$ cat src/rtl/mem_request_scheduler.sv
// Arbitrates core memory requesters onto the single mem master port.
// Round-robin with starvation aging, per-port read caps and a held grant.
module mem_request_scheduler #(
    parameter  int NUM_PORTS       = 4,
    parameter  int MAX_OUTSTANDING = 4,
    parameter  int AGE_LIMIT       = 15,
    localparam int ID_W            = $clog2(NUM_PORTS),
    localparam int CNT_W           = $clog2(MAX_OUTSTANDING + 1),
    localparam int AGE_W           = $clog2(AGE_LIMIT + 1)
) (
    input  logic                       clk,
    input  logic                       rst,
    input  logic [NUM_PORTS-1:0]       request,
    input  logic [NUM_PORTS-1:0]       rnw,
    output logic [NUM_PORTS-1:0]       port_ack,
    output logic                       mem_request,
    input  logic                       mem_ack,
    output logic [ID_W-1:0]            grant_port,
    output logic [ID_W-1:0]            mem_id,
    input  logic                       mem_rvalid,
    input  logic                       mem_rlast,
    input  logic [ID_W-1:0]            mem_rid,
    output logic [NUM_PORTS*CNT_W-1:0] outstanding,
    output logic                       err_underflow
);

    typedef enum logic {
        S_IDLE,
        S_LOCKED
    } state_t;

    state_t               r_state;
    state_t               w_state_nxt;
    logic [ID_W-1:0]      r_lock;
    logic [ID_W-1:0]      r_rr;
    logic [CNT_W-1:0]     r_cnt [NUM_PORTS];
    logic [AGE_W-1:0]     r_age [NUM_PORTS];
    logic                 r_err;

    logic [NUM_PORTS-1:0] w_elig;
    logic [NUM_PORTS-1:0] w_urg;
    logic [NUM_PORTS-1:0] w_inc;
    logic [NUM_PORTS-1:0] w_dec;
    logic [ID_W-1:0]      w_winner;
    logic [ID_W-1:0]      w_grant;
    logic [ID_W-1:0]      w_sel;
    logic                 w_found;
    logic                 w_req;
    logic                 w_acc;

    always_comb begin
        for (int i = 0; i < NUM_PORTS; i++) begin
            w_elig[i] = request[i] &
                        (~rnw[i] | (r_cnt[i] < CNT_W'(MAX_OUTSTANDING)));
            w_urg[i]  = w_elig[i] & (r_age[i] == AGE_W'(AGE_LIMIT));
        end
    end

    // Descending scans so the last hit (lowest index / nearest rr) wins.
    always_comb begin
        w_winner = r_rr;
        w_found  = 1'b0;
        w_sel    = '0;
        for (int k = NUM_PORTS - 1; k >= 0; k--) begin
            if (w_urg[k]) begin
                w_winner = ID_W'(k);
                w_found  = 1'b1;
            end
        end
        if (!w_found) begin
            for (int k = NUM_PORTS - 1; k >= 0; k--) begin
                w_sel = ID_W'((int'(r_rr) + k) % NUM_PORTS);
                if (w_elig[w_sel]) begin
                    w_winner = w_sel;
                end
            end
        end
    end

    always_comb begin
        w_req       = 1'b0;
        w_grant     = '0;
        w_state_nxt = r_state;
        unique case (r_state)
            S_IDLE: begin
                w_req   = |w_elig;
                w_grant = w_winner;
                if (w_req && !mem_ack) begin
                    w_state_nxt = S_LOCKED;
                end
            end
            S_LOCKED: begin
                w_req   = request[r_lock];
                w_grant = r_lock;
                if (!w_req || mem_ack) begin
                    w_state_nxt = S_IDLE;
                end
            end
            default: w_state_nxt = S_IDLE;
        endcase
        // Outputs read as zero while reset is held, even with requests up.
        if (!rst) begin
            w_req   = 1'b0;
            w_grant = '0;
        end
    end

    assign w_acc         = w_req & mem_ack;
    assign mem_request   = w_req;
    assign grant_port    = w_grant;
    assign mem_id        = w_grant;
    assign err_underflow = r_err;

    always_comb begin
        for (int i = 0; i < NUM_PORTS; i++) begin
            port_ack[i] = w_acc & (w_grant == ID_W'(i));
            w_inc[i]    = port_ack[i] & rnw[i];
            w_dec[i]    = mem_rvalid & mem_rlast & (mem_rid == ID_W'(i));
            outstanding[i*CNT_W +: CNT_W] = r_cnt[i];
        end
    end

    always_ff @(posedge clk or negedge rst) begin
        if (!rst) begin
            r_state <= S_IDLE;
            r_lock  <= '0;
            r_rr    <= '0;
            r_err   <= 1'b0;
            for (int i = 0; i < NUM_PORTS; i++) begin
                r_cnt[i] <= '0;
                r_age[i] <= '0;
            end
        end else begin
            r_state <= w_state_nxt;
            if (r_state == S_IDLE && w_state_nxt == S_LOCKED) begin
                r_lock <= w_winner;
            end
            if (w_acc) begin
                r_rr <= (w_grant == ID_W'(NUM_PORTS - 1)) ? '0
                                                           : w_grant + 1'b1;
            end
            for (int i = 0; i < NUM_PORTS; i++) begin
                if (!request[i] || port_ack[i]) begin
                    r_age[i] <= '0;
                end else if (r_age[i] != AGE_W'(AGE_LIMIT)) begin
                    r_age[i] <= r_age[i] + 1'b1;
                end
                unique case ({w_inc[i], w_dec[i]})
                    2'b10: r_cnt[i] <= r_cnt[i] + 1'b1;
                    2'b01: begin
                        if (r_cnt[i] == '0) begin
                            r_err <= 1'b1;
                        end else begin
                            r_cnt[i] <= r_cnt[i] - 1'b1;
                        end
                    end
                    default: r_cnt[i] <= r_cnt[i];
                endcase
            end
        end
    end

endmodule
$ cat config.mk
export PLATFORM = sky130hd
export DESIGN_NAME = mem_request_scheduler
export DESIGN_NICKNAME = d
export VERILOG_FILES = /design/src/rtl/mem_request_scheduler.sv
export SDC_FILE = /design/constraint.sdc
export NUM_CORES = 1
export LEC_CHECK = 0
export ABC_CLOCK_PERIOD_IN_PS = 4520
export BUFFER_PORTS_ARGS = -buffer_cell sky130_fd_sc_hd__buf_2
export CAP_MARGIN = 10
export CORE_MARGIN = 2
export CORE_UTILIZATION = 35
export DETAILED_ROUTE_END_ITERATION = 10
export HOLD_SLACK_MARGIN = 0.12
export PLACE_DENSITY = 0.57
export SYNTH_ARGS = -nofsm -noshare
export SYNTH_HDL_FRONTEND = slang
export SYNTH_SLANG_ARGS = --single-unit
$ cat constraint.sdc
create_clock -name clk -period 4.52 [get_ports clk]
set_input_delay 1.356 -clock clk [delete_from_list [all_inputs] [get_ports clk]]
set_output_delay 1.356 -clock clk [all_outputs]
set_load 0.1 [all_outputs]
==> Word-level counts from Yosys, hierarchy flattened <==
Index checks and enable logic that the tools add are counted.
W data, S select, Z words.
{ "word_totals": {"regBits": 34, "latch_bits": 0, "mem_bits_rw": 0, "romBits": 0, "input_bits": 15, "out_inout_bits": 22, "elab_cells": 181, "n_memories": 0} }
{ "op_classes": {"n_addsub": 16, "mul": 0, "div": 0, "order_cmp": 9, "n_eq_ne": 26, "shifts": 0, "mux": 55, "bitwise_logic": 31, "n_reduce_logical": 32} }
{ "op_table": {"columns": ["operator", "count"], "rows": [
  ["$mux W4", 8],
  ["$pmux W3 S2", 4],
  ["$and A1 B1 Y1", 22],
  ["$mux W2", 11],
  ["$mux W1", 20],
  ["$add A4 B1 Y4 const B", 4],
  ["$eq A2 B2 Y1 const B", 8],
  ["$eq A4 B4 Y1 const B", 4],
  ["$ne A4 B4 Y1 const B", 4],
  ["$reduce_bool A2 Y1", 8],
  ["$lt A2 B3 Y1 const B", 5],
  ["$add A3 B1 Y3 const B", 4],
  ["$eq A2 B1 Y1 const B", 6],
  ["$logic_not A3 Y1", 4],
  ["$lt A3 B3 Y1 const B", 4],
  ["$mux W3", 4],
  ["$sub A3 B1 Y3 const B", 4],
  ["$bmux W1 S2", 5],
  ["$ne A2 B2 Y1 const B", 4],
  ["$reduce_and A2 Y1", 4],
  ["$logic_not A1 Y1", 6],
  ["$logic_or A1 B1 Y1", 5],
  ["$not A1 Y1", 5],
  ["$add A2 B1 Y2 const B", 2],
  ["other kinds (7)", 14]
]} }

==> Logic depth before layout (Yosys ltp) <==
Gate-level depths: netlist of run 1.
{ "depth": {"depth_word": 26, "mapped_depth": 16, "depth_no_buf": 16} }

==> Worst setup path before layout of run 1 <==
No wires, ideal clock.
{ "synth_path": {"kind": "in2out", "start": "in request[3]", "end": "out port_ack[3]", "t_arrival_ns": 4.791, "required_ns": 3.164, "setup_slack_ns": -1.627, "stages": 9, "path_buffers": 0, "path_cell_list": "a21boi_1 > o21ai_0 > o2bb2ai_1 > o21ai_0 > a31oi_1 > inv_1 > ha_1 > inv_1 > a21oi_1"} }
{ "synth_between": {"elab_chain_cells": 15, "word_cells_on_any_way": 33, "cone_classes": "eq/ne (1); mux (27); bitwise (4); reduce/logical (1)"} }
{ "synth_rtl": {"columns": ["element", "line", "text"], "rows": [
  ["from (decl)", "13", "input logic [NUM_PORTS-1:0] request,"],
  ["$and A1 B1 Y1 *", "53", "w_elig[i] = request[i] &"],
  ["$and A1 B1 Y1", "55", "w_urg[i] = w_elig[i] & (r_age[i] == AGE_W'(AGE_LIMIT));"],
  ["$mux W2 (4 in series)", "65", "if (w_urg[k]) begin"],
  ["$mux W2 (4 in series)", "73", "if (w_elig[w_sel]) begin"],
  ["$mux W2 *", "70", "if (!w_found) begin"],
  ["$pmux W2 S2 *", "84", "unique case (r_state)"],
  ["$mux W2 *", "102", "if (!rst) begin"],
  ["named net grant_port[0]", "18", "output logic [ID_W-1:0] grant_port,"],
  ["$eq A2 B2 Y1 *", "116", "port_ack[i] = w_acc & (w_grant == ID_W'(i));"],
  ["$and A1 B1 Y1 *", "116", null],
  ["to (decl)", "15", "output logic [NUM_PORTS-1:0] port_ack,"]
]} }
Mark *: on every way through the listed nets, which the timed path passes. The rest lies on a longest branch. The select of a mux whose other input is x is not followed.

==> Worst setup path after layout of run 1 <==
{ "layout_path": {"start": "in rnw[0]", "end": "out port_ack[3]"} }
{ "layout_between": {"elab_chain_cells": 14, "word_cells_on_any_way": 27, "cone_classes": "eq/ne (1); mux (19); bitwise (6); reduce/logical (1)"} }
{ "layout_rtl": {"columns": ["element", "line", "text"], "rows": [
  ["from (decl)", "14", "input logic [NUM_PORTS-1:0] rnw,"],
  ["$not A1 Y1 *", "54", "(~rnw[i] | (r_cnt[i] < CNT_W'(MAX_OUTSTANDING)));"],
  ["$or A1 B1 Y1 *", "54", null],
  ["$and A1 B1 Y1 *", "53", null],
  ["$bmux W1 S2 or $and A1 B1 Y1 (tied branches)", "73, 55", null],
  ["$mux W1 (implied by the code) or $mux W2 (tied branches)", "73, 65", null],
  ["$mux W2 (4 in series)", "73", null],
  ["$mux W2", "70", null],
  ["$pmux W2 S2", "84", null],
  ["$mux W2", "102", null],
  ["$eq A2 B2 Y1", "116", null],
  ["$and A1 B1 Y1 *", "116", null]
]} }
Mark *: on every way between the ends. The rest lies on a longest branch, timed or not. The select of a mux whose other input is x is not followed.

==> flow_metrics.env, run 1 <==
export IMPL_r2r_cells=15
export IMPL_ant_nets=0
export IMPL_nets=360
export IMPL_io_pins=37
export IMPL_die_area_um2=7410
export IMPL_relSlewSlack=0.601
export IMPL_dp_hpwl_um=4420
export IMPL_grt_pass1_wl_um=9680
export IMPL_worst_slew_pin_slew_ps=594
export IMPL_rrSetupSlack_ps=1000
export IMPL_min_period_over_period=0.996
export IMPL_io_buffers=36
export IMPL_worstPathMaxFanout=4
export IMPL_synth_compound_area_frac=0.207
export IMPL_synth_adder_area_share=0.0764
export IMPL_hold_end="r_age[15]$_DFFE_PN0P_"
export IMPL_outcome="finished, final reports clean"
export IMPL_start_util=0.367
export IMPL_synthArstFlopShare=1.00
export IMPL_synth_top_family_by_area="simple AND/OR/NAND/NOR gates"
export IMPL_path_clk_slew_ps=70
export IMPL_hold_path_class="reg -> reg"
export IMPL_syn_to_final_growth_pct=35.3
export IMPL_finalMaxSlewViolations=0
export IMPL_setup_viol_count_final=0
export IMPL_clock_path_buffers=2
export IMPL_die_y_um=86.1
export IMPL_rsz0062_at_grt="yes"
export IMPL_crit_required_ps=3160
export IMPL_antennaDiodeCount=0
export IMPL_critical_path_class="in -> out"
export IMPL_hold_buffers=0
export IMPL_grt_max_degree=28
export IMPL_syn_instance_count=268
export IMPL_synth_edf_count=0
export IMPL_cts_tree="yes"
export IMPL_layout_setup_ws_ps=17.2
export IMPL_ir_drop_mv=0.470
export IMPL_final_util=0.497
export IMPL_yosys_warnings=0
export IMPL_endpoint_kind="output port"
export IMPL_cts_buffers=5
export IMPL_core_area_um2=6420
export IMPL_track_usage=0.167
export IMPL_nFillCells=612
export IMPL_antenna_found_initial=0
export IMPL_via_per_inst=5.36
export IMPL_maxCapViolCount=0
export IMPL_syn_area_um2=2360
export IMPL_worst_path_buf_inv=4
export IMPL_ys_types=54
export IMPL_layout_min_cycle_time_ps=4500
export IMPL_hold_path_cell_count=1
export IMPL_drive_above_1_share=0.305
export IMPL_whs_ps=516
export IMPL_synthSimpleGateAreaFrac=0.250
export IMPL_dp_worst_setup_slack_ps=-22.9
export IMPL_crit_path_max_incr_delay_ps=300
export IMPL_crit_chain="buf_2 -> nand2_1 -> nand2_1 -> buf_4 -> a21oi_1 -> nor3_1 -> o22a_1 -> a21o_2 -> ha_4 -> inv_4 -> a21oi_4 -> buf_12"
export IMPL_place_gp_congestion=0.872
export IMPL_cp_top_family="compound AO/OA/AOI/OAI gates"
export IMPL_hold_start="r_age[15]$_DFFE_PN0P_"
export IMPL_syn_mean_instance_area_um2=8.80
export IMPL_cp_data_arrival_time_ps=3150
export IMPL_r2r_end="outstanding[11]$_DFFE_PN0P_"
export IMPL_cts_root_buf="clkbuf_8"
export IMPL_num_rows=29
export IMPL_vias=2202
export IMPL_clkSinkCount=34
export IMPL_r2r_start="r_age[4]$_DFFE_PN0P_"
export IMPL_fmax_ghz=0.222
export IMPL_final_common_cell="nor2_1"
export IMPL_fin_tns_setup_ps=0
export IMPL_synth_mux_area_frac=0.0493
export IMPL_multi_input_area_um2=1570
export IMPL_yosysSeqAreaShare=0.361
export IMPL_routed_wl_um=5770
export IMPL_path_common_cell="nand2_1"
export IMPL_powerDensity_nw_per_um2=652
export IMPL_grt_pass1_vias=2017
export IMPL_fin_skew_ps=9.51
export IMPL_wl_per_cell_um=14.0
export IMPL_hold_viol_final=0
export IMPL_drc=0
export IMPL_critPathLaunchType="primary input"
export IMPL_mostFrequentLayoutCells="nor2_1 (36), dfrtp_1 (34), buf_4 (27)"
export IMPL_htreeDepth=2
export IMPL_p_leak_nw=1.41
export IMPL_seqCellArea_um2=851
export IMPL_clk_latency_ps=290
export IMPL_cpMaxStageDelayCell="nor3_1"
export IMPL_syn_nets=295
export IMPL_dr_pass1_iters=4
export IMPL_first_iter_violations=80
export IMPL_synth_xor_area_frac=0.0223
export IMPL_ys_ff_latch=34
export IMPL_synth_ff_type="dfrtp_1"
export IMPL_overflow=0
export IMPL_die_w_um=86.1
[through the flow]
stage / std cells / total power, mW / cell area [um2]
2_1_floorplan: 268 / 1.49 / 2470
3_3_place_gp: 397 / 1.79 / 2980
3_5_place_dp: 397 / 1.80 / 2980
4_1_cts: 408 / 2.07 / 3130
5_1_grt: 411 / 2.21 / 3190
6_report: 411 / 2.08 / 3190
[cell families (layout without fill, tap and decap cells)]
group / after synthesis / count (layout)
AND/OR/NAND/NOR: 120 / 120
AO/OA/AOI/OAI: 69 / 69
flip-flops: 34 / 34
buffers and inverters: 17 / 83
adder cells (fa/ha/maj): 12 / 12
multiplexers: 10 / 10
XOR/XNOR: 6 / 6
[registers in the layout, indices dropped and copies added, names as in the netlist]
| register | cells |
|---|---|
| r_state | 1 |
| err_underflow | 1 |
| outstanding | 12 |
| r_rr | 2 |
| r_age | 16 |
| r_lock | 2 |
[final cells by class]
type	count	area share
inverter	13	0.0172
timing repair buffer	62	0.167
multi-input combinational	217	0.490
clock buffer	7	0.0270
clock inverter	1	0.00157
tap	77	0.0302
sequential	34	0.267
[worst max-delay path by stage]
stage / startpoint / end / cells past startpoint
CTS: rnw[0] / port_ack[1] / 10
global route: rnw[0] / port_ack[1] / 10
global placement: request[3] / port_ack[3] / 11
finish: rnw[0] / port_ack[3] / 12
detailed placement: request[3] / port_ack[3] / 11
floorplan: request[3] / port_ack[3] / 9
[Yosys cell counts (all sizes together) (2+ instances only)]
cell | instances | area, um2
a21bo | 3 | 30.0
nor2 | 39 | 146
or2 | 2 | 12.5
fa | 4 | 80.1
nand4 | 3 | 33.8
a21oi | 17 | 88.8
o31a | 2 | 17.5
o21ai | 13 | 65.1
a211oi | 4 | 30.0
xnor2 | 4 | 35.0
o41ai | 3 | 45.1
dfrtp | 34 | 851
and2 | 5 | 31.3
a21boi | 4 | 30.0
buf | 3 | 26.3
a31oi | 7 | 58.8
inv | 13 | 48.8
a21o | 2 | 15.0
nand2 | 22 | 82.6
nor4 | 2 | 12.5
or3 | 4 | 25.0
xor2 | 2 | 17.5
nor3 | 13 | 65.1
nand2b | 6 | 37.5
o22ai | 2 | 12.5
mux2i | 6 | 60.1
mux2 | 3 | 33.8
o211ai | 3 | 22.5
nor2b | 4 | 25.0
o21a | 2 | 15.0
nand3 | 14 | 70.1
ha | 8 | 100
[report_power, final]
part,switching (mW),total (mW),internal [mW]
combinational,0.907,1.31,0.406
clock,0.114,0.237,0.123
sequential,0.137,0.530,0.393
[repair_timing]
action,4_1_cts,5_1_grt
pin swaps,7,3
endpoints found under the hold margin,0,0
setup buffers,3,3
gates resized for setup,7,10
gates cloned,0,0
endpoints found under the setup margin,2,6
[per-layer routing]
| metal | part of all wire | global-route usage |
|---|---|---|
| met5 | 0 | 0 |
| met4 | 0.030 | 0.0664 |
| met1 | 0.48 | 0.226 |
| met3 | 0.039 | 0.0375 |
| met2 | 0.45 | 0.259 |
Note: power is estimated with default switching activity, not from simulation.
==> run 2: changes to the inputs <==
Settings changed: PLACE_DENSITY 0.57 to 0.52.
==> flow_metrics.env, run 2 (synthesized netlist as in run 1, its figures left out) <==
export IMPL_clock_path_buffers=2
export IMPL_crit_path_max_incr_delay_ps=260
export IMPL_io_pins=37
export IMPL_path_clk_slew_ps=80
export IMPL_p_leak_nw=1.43
export IMPL_fin_skew_ps=1.56
export IMPL_fin_tns_setup_ps=-3.99
export IMPL_start_util=0.367
export IMPL_cp_data_arrival_time_ps=3170
export IMPL_dp_hpwl_um=4610
export IMPL_routed_wl_um=5970
export IMPL_antennaDiodeCount=0
export IMPL_violations="negative setup slack"
export IMPL_endpoint_kind="output port"
export IMPL_regMostFlops="r_age"
export IMPL_dr_pass1_iters=4
export IMPL_path_common_cell="nand2_1"
export IMPL_relSlewSlack=0.585
export IMPL_dp_worst_setup_slack_ps=-77.9
export IMPL_setup_viol_count_final=1
export IMPL_cts_tree="yes"
export IMPL_clk_latency_ps=290
export IMPL_final_common_cell="nor2_1"
export IMPL_rsz0062_at_grt="yes"
export IMPL_drive_above_1_share=0.320
export IMPL_largest_register_ffs=16
export IMPL_grt_pass1_wl_um=10000
export IMPL_cpMaxStageDelayCell="a21o_4"
export IMPL_fmax_ghz=0.221
export IMPL_cp_top_family="compound AO/OA/AOI/OAI gates"
export IMPL_drc=0
export IMPL_num_rows=29
export IMPL_whs_ps=507
export IMPL_first_iter_violations=163
export IMPL_worst_slew_pin_slew_ps=618
export IMPL_clkSinkCount=34
export IMPL_vias=2128
export IMPL_track_usage=0.171
export IMPL_core_area_um2=6420
export IMPL_place_gp_congestion=0.922
export IMPL_cts_buffers=5
export IMPL_critical_path_class="in -> out"
export IMPL_mostFrequentLayoutCells="nor2_1 (36), dfrtp_1 (34), buf_4 (26)"
export IMPL_ant_nets=0
export IMPL_nets=360
export IMPL_worstPathMaxFanout=4
export IMPL_dpl_cell_area_um2=3010
export IMPL_worst_path_buf_inv=3
export IMPL_grt_max_degree=22
export IMPL_grt_pass1_vias=2097
export IMPL_crit_required_ps=3160
export IMPL_overflow=0
export IMPL_hold_path_class="reg -> reg"
export IMPL_crit_chain="buf_2 -> nand2_1 -> nand2_1 -> buf_4 -> a21oi_1 -> nor3_2 -> o22a_1 -> a21o_4 -> ha_1 -> and2_2 -> buf_12"
export IMPL_die_y_um=86.1
export IMPL_antenna_found_initial=0
export IMPL_io_buffers=36
export IMPL_maxCapViolCount=0
export IMPL_hold_viol_final=0
export IMPL_cts_root_buf="clkbuf_8"
export IMPL_outcome="finished, violations left"
export IMPL_die_area_um2=7410
export IMPL_via_per_inst=5.18
export IMPL_critPathLaunchType="primary input"
export IMPL_htreeDepth=2
export IMPL_finish_instance_area_um2=3260
export IMPL_powerDensity_nw_per_um2=666
export IMPL_p_total_mw=2.17
export IMPL_die_w_um=86.1
export IMPL_layout_setup_ws_ps=-3.99
export IMPL_ir_drop_mv=0.411
export IMPL_min_period_over_period=1.00
export IMPL_hold_buffers=0
export IMPL_syn_to_final_growth_pct=38.2
export IMPL_finalMaxSlewViolations=0
export IMPL_wl_per_cell_um=14.5
export IMPL_layout_min_cycle_time_ps=4520
-- run 2: final timing paths --
| kind | startpoint | slack, ps | depth (start not counted) | to |
|---|---|---|---|---|
| min in group asynchronous | rst | 880 | 1 | r_lock[1]$_DFFE_PN0P_ |
| hold / removal | r_age[15]$_DFFE_PN0P_ | 510 | 1 | r_age[15]$_DFFE_PN0P_ |
| max in group asynchronous | rst | 3120 | 2 | outstanding[11]$_DFFE_PN0P_ |
| setup / recovery | rnw[0] | -4 | 11 | port_ack[2] |
| hold reg to reg | r_age[15]$_DFFE_PN0P_ | 510 | 1 | r_age[15]$_DFFE_PN0P_ |
| setup reg to reg | r_age[8]$_DFFE_PN0P_ | 990 | 16 | outstanding[11]$_DFFE_PN0P_ |
-- run 2: worst reg2reg max path, stage by stage (launching register included) --
cell and delay, ps:
dfrtp_1 420, ha_1 260, nand3_1 240, nor2_4 60
a211oi_2 250, buf_4 170, o41ai_4 70, a31oi_4 230
clkinvlp_4 210, ha_4 200, inv_4 60, buf_4 90
a211o_1 130, nand2_2 70, fa_2 370, or3_1 340
a31o_2 250
-- run 2: repair_timing --
action | 4_1_cts | 5_1_grt
endpoints found under the setup margin | 4 | 4
setup buffers | 2 | 1
pin swaps | 8 | 5
gates cloned | 0 | 0
resized for setup | 13 | 9
-- run 2: final cells by class --
type | instances | area (um2)
Timing Repair Buffer | 62 | 541
Clock buffer | 5 | 68.8
Inverter | 13 | 55.1
Sequential cell | 34 | 851
Multi-Input combinational cell | 217 | 1580
Clock inverter | 3 | 68.8
Tap cell | 77 | 96.3
Fill cell | 599 | 3160
-- run 2: power breakdown --
part           internal, mW  total [mW]  switching (mW)
combinational         0.392        1.30           0.906
sequential            0.393       0.527           0.135
clock                 0.221       0.346           0.125
-- run 2: layer usage --
layer | vias to the layer above | share of wire | track usage
met5 | - | 0 | 0
met4 | 0 | 0.0045 | 0.0390
met3 | 2 | 0.035 | 0.0327
met2 | 40 | 0.48 | 0.278
met1 | 989 | 0.48 | 0.237
li1 | 1097 | - | -
-- run 2: per-stage QoR --
stage               utilization  cells
detailed placement        0.468    400
CTS                       0.500    410
finish                    0.508    411
global route              0.508    411
global placement          0.468    400
floorplan                     -    268
==> run 3: changes to the inputs <==
Settings changed: BUFFER_PORTS_ARGS -buffer_cell sky130_fd_sc_hd__buf_2 to -buffer_cell sky130_fd_sc_hd__clkbuf_2.
==> flow_metrics.env, run 3 (synthesized netlist as in run 1, its figures left out) <==
export IMPL_outcome="finished, violations left"
export IMPL_violations="negative setup slack"
export IMPL_dpl_cell_area_um2=2990
export IMPL_clkSinkCount=34
export IMPL_critPathLaunchType="primary input"
export IMPL_relSlewSlack=0.604
export IMPL_cpMaxStageDelayCell="a211oi_2"
export IMPL_critical_path_class="in -> out"
export IMPL_path_clk_slew_ps=80
export IMPL_syn_to_final_growth_pct=38.3
export IMPL_hold_viol_final=0
export IMPL_met2WireLength_um=2890
export IMPL_die_w_um=86.1
export IMPL_grt_max_degree=18
export IMPL_powerDensity_nw_per_um2=682
export IMPL_rsz0062_at_grt="yes"
export IMPL_routed_wl_um=6030
export IMPL_rrSetupSlack_ps=970
export IMPL_place_gp_congestion=0.853
export IMPL_maxCapViolCount=0
export IMPL_wl_met1_um=2810
export IMPL_clock_path_buffers=2
export IMPL_fin_skew_ps=8.98
export IMPL_crit_chain="buf_6 -> a21bo_4 -> mux2i_2 -> a211oi_2 -> buf_4 -> o41ai_4 -> a31oi_4 -> clkinvlp_4 -> ha_4 -> and2_4 -> buf_12"
export IMPL_grt_pass1_vias=2083
export IMPL_via_per_inst=5.32
export IMPL_die_y_um=86.1
export IMPL_hold_path_class="reg -> reg"
export IMPL_layout_setup_ws_ps=-31.0
export IMPL_first_iter_violations=82
export IMPL_nets=363
export IMPL_crit_required_ps=3160
export IMPL_fmax_ghz=0.220
export IMPL_endpoint_kind="output port"
export IMPL_dp_hpwl_um=4580
export IMPL_dr_pass1_iters=4
export IMPL_hold_buffers=0
export IMPL_io_buffers=36
export IMPL_ir_drop_mv=0.585
export IMPL_antenna_found_initial=0
export IMPL_setup_viol_count_final=3
export IMPL_mostFrequentLayoutCells="nor2_1 (36), dfrtp_1 (34), buf_4 (30)"
export IMPL_drc=0
export IMPL_layout_min_cycle_time_ps=4550
export IMPL_drive_above_1_share=0.320
export IMPL_die_area_um2=7410
export IMPL_cp_data_arrival_time_ps=3200
export IMPL_routed_wl_met3_um=220
export IMPL_final_common_cell="nor2_1"
export IMPL_start_util=0.367
export IMPL_htreeDepth=2
export IMPL_regMostFlops="r_age"
export IMPL_cts_tree="yes"
export IMPL_cts_buffers=5
export IMPL_finish_instance_area_um2=3260
export IMPL_grt_pass1_wl_um=9890
export IMPL_p_leak_nw=1.45
export IMPL_worstPathMaxFanout=4
export IMPL_stdcell_count=414
export IMPL_worst_slew_pin_slew_ps=590
export IMPL_overflow=0
export IMPL_io_pins=37
export IMPL_num_rows=29
export IMPL_largest_register_ffs=16
export IMPL_crit_path_max_incr_delay_ps=280
export IMPL_placed_cells=398
export IMPL_finalMaxSlewViolations=0
export IMPL_cts_root_buf="clkbuf_8"
export IMPL_min_period_over_period=1.01
export IMPL_wl_per_cell_um=14.6
export IMPL_vias=2202
export IMPL_maxUsedRoutingLayer="met4"
export IMPL_ant_nets=0
export IMPL_antennaDiodeCount=0
export IMPL_clk_latency_ps=300
export IMPL_track_usage=0.171
export IMPL_core_area_um2=6420
## run 3: changes by cell type in the layout (fill, tap and decap cells not counted)
| cell | before | now |
|---|---|---|
| a21oi_2 | 2 | 1 |
| a21o_4 | 1 | 0 |
| buf_2 | 22 | 0 |
| nor3_2 | 1 | 0 |
| clkbuf_2 | 0 | 23 |
| a21o_2 | 0 | 1 |
| clkinv_4 | 1 | 0 |
| buf_4 | 26 | 30 |
| buf_6 | 4 | 2 |
| clkbuf_8 | 5 | 6 |
| nor3_1 | 12 | 13 |
| a21oi_1 | 14 | 15 |
## run 3: worst paths after layout
check,from,depth (start not counted),end
min in group asynchronous,rst,1,r_lock[1]$_DFFE_PN0P_
max in group asynchronous,rst,2,outstanding[3]$_DFFE_PN0P_
max reg2reg,r_age[8]$_DFFE_PN0P_,17,outstanding[4]$_DFFE_PN0P_
min reg2reg,r_age[3]$_DFFE_PN0P_,1,r_age[3]$_DFFE_PN0P_
max,request[1],11,port_ack[1]
min,r_age[3]$_DFFE_PN0P_,1,r_age[3]$_DFFE_PN0P_
## run 3: critical path: cells and delay by family
kind | cells | cell delay, ps
AOI/OAI and AO/OA | 4 | 780
and+or+nand+nor | 1 | 140
adders and majority gates | 1 | 200
muxes | 1 | 80
buffers and inverters | 4 | 650
## run 3: power by group
| part | internal [mW] | total [mW] | switching, mW |
|---|---|---|---|
| clock network | 0.236 | 0.363 | 0.128 |
| logic | 0.416 | 1.33 | 0.918 |
| registers | 0.393 | 0.528 | 0.135 |
| total | 1.04 | 2.23 | 1.18 |
## run 3: cell type report
cell class	count	area, um2
multi-input cells	217	1560
inverters	13	55.1
flip-flops and latches	34	851
clock inverters	2	60.1
well taps	77	96.3
repair buffers	65	553
fillers	577	3160
clock buffers	6	82.6
## run 3: per-layer routing
metal / vias to the layer above / track usage
li1: 1100 / -
met4: 0 / 0.0548
met3: 9 / 0.0327
met5: - / 0
met2: 39 / 0.286
met1: 1054 / 0.223
## run 3: per-stage QoR
step | setup TNS (ps) | power (mW) | util | setup slack, ps | hold slack [ps]
finish | -59.7 | 2.23 | 0.508 | -31.0 | 517
floorplan | -868 | 1.49 | - | -344 | 471
global route | -479 | 2.35 | 0.508 | -127 | 532
detailed placement | -119 | 1.80 | 0.466 | -62.7 | 497
CTS | -12.1 | 2.20 | 0.500 | -12.1 | 514
global placement | -1.85 | 1.79 | 0.466 | -1.85 | 499
## run 3: what timing repair did
action                                  in CTS  in global routing
endpoints found under the setup margin       3                  6
pin swaps                                    6                  4
buffers inserted                             4                  4
gates resized for setup                      7                  8
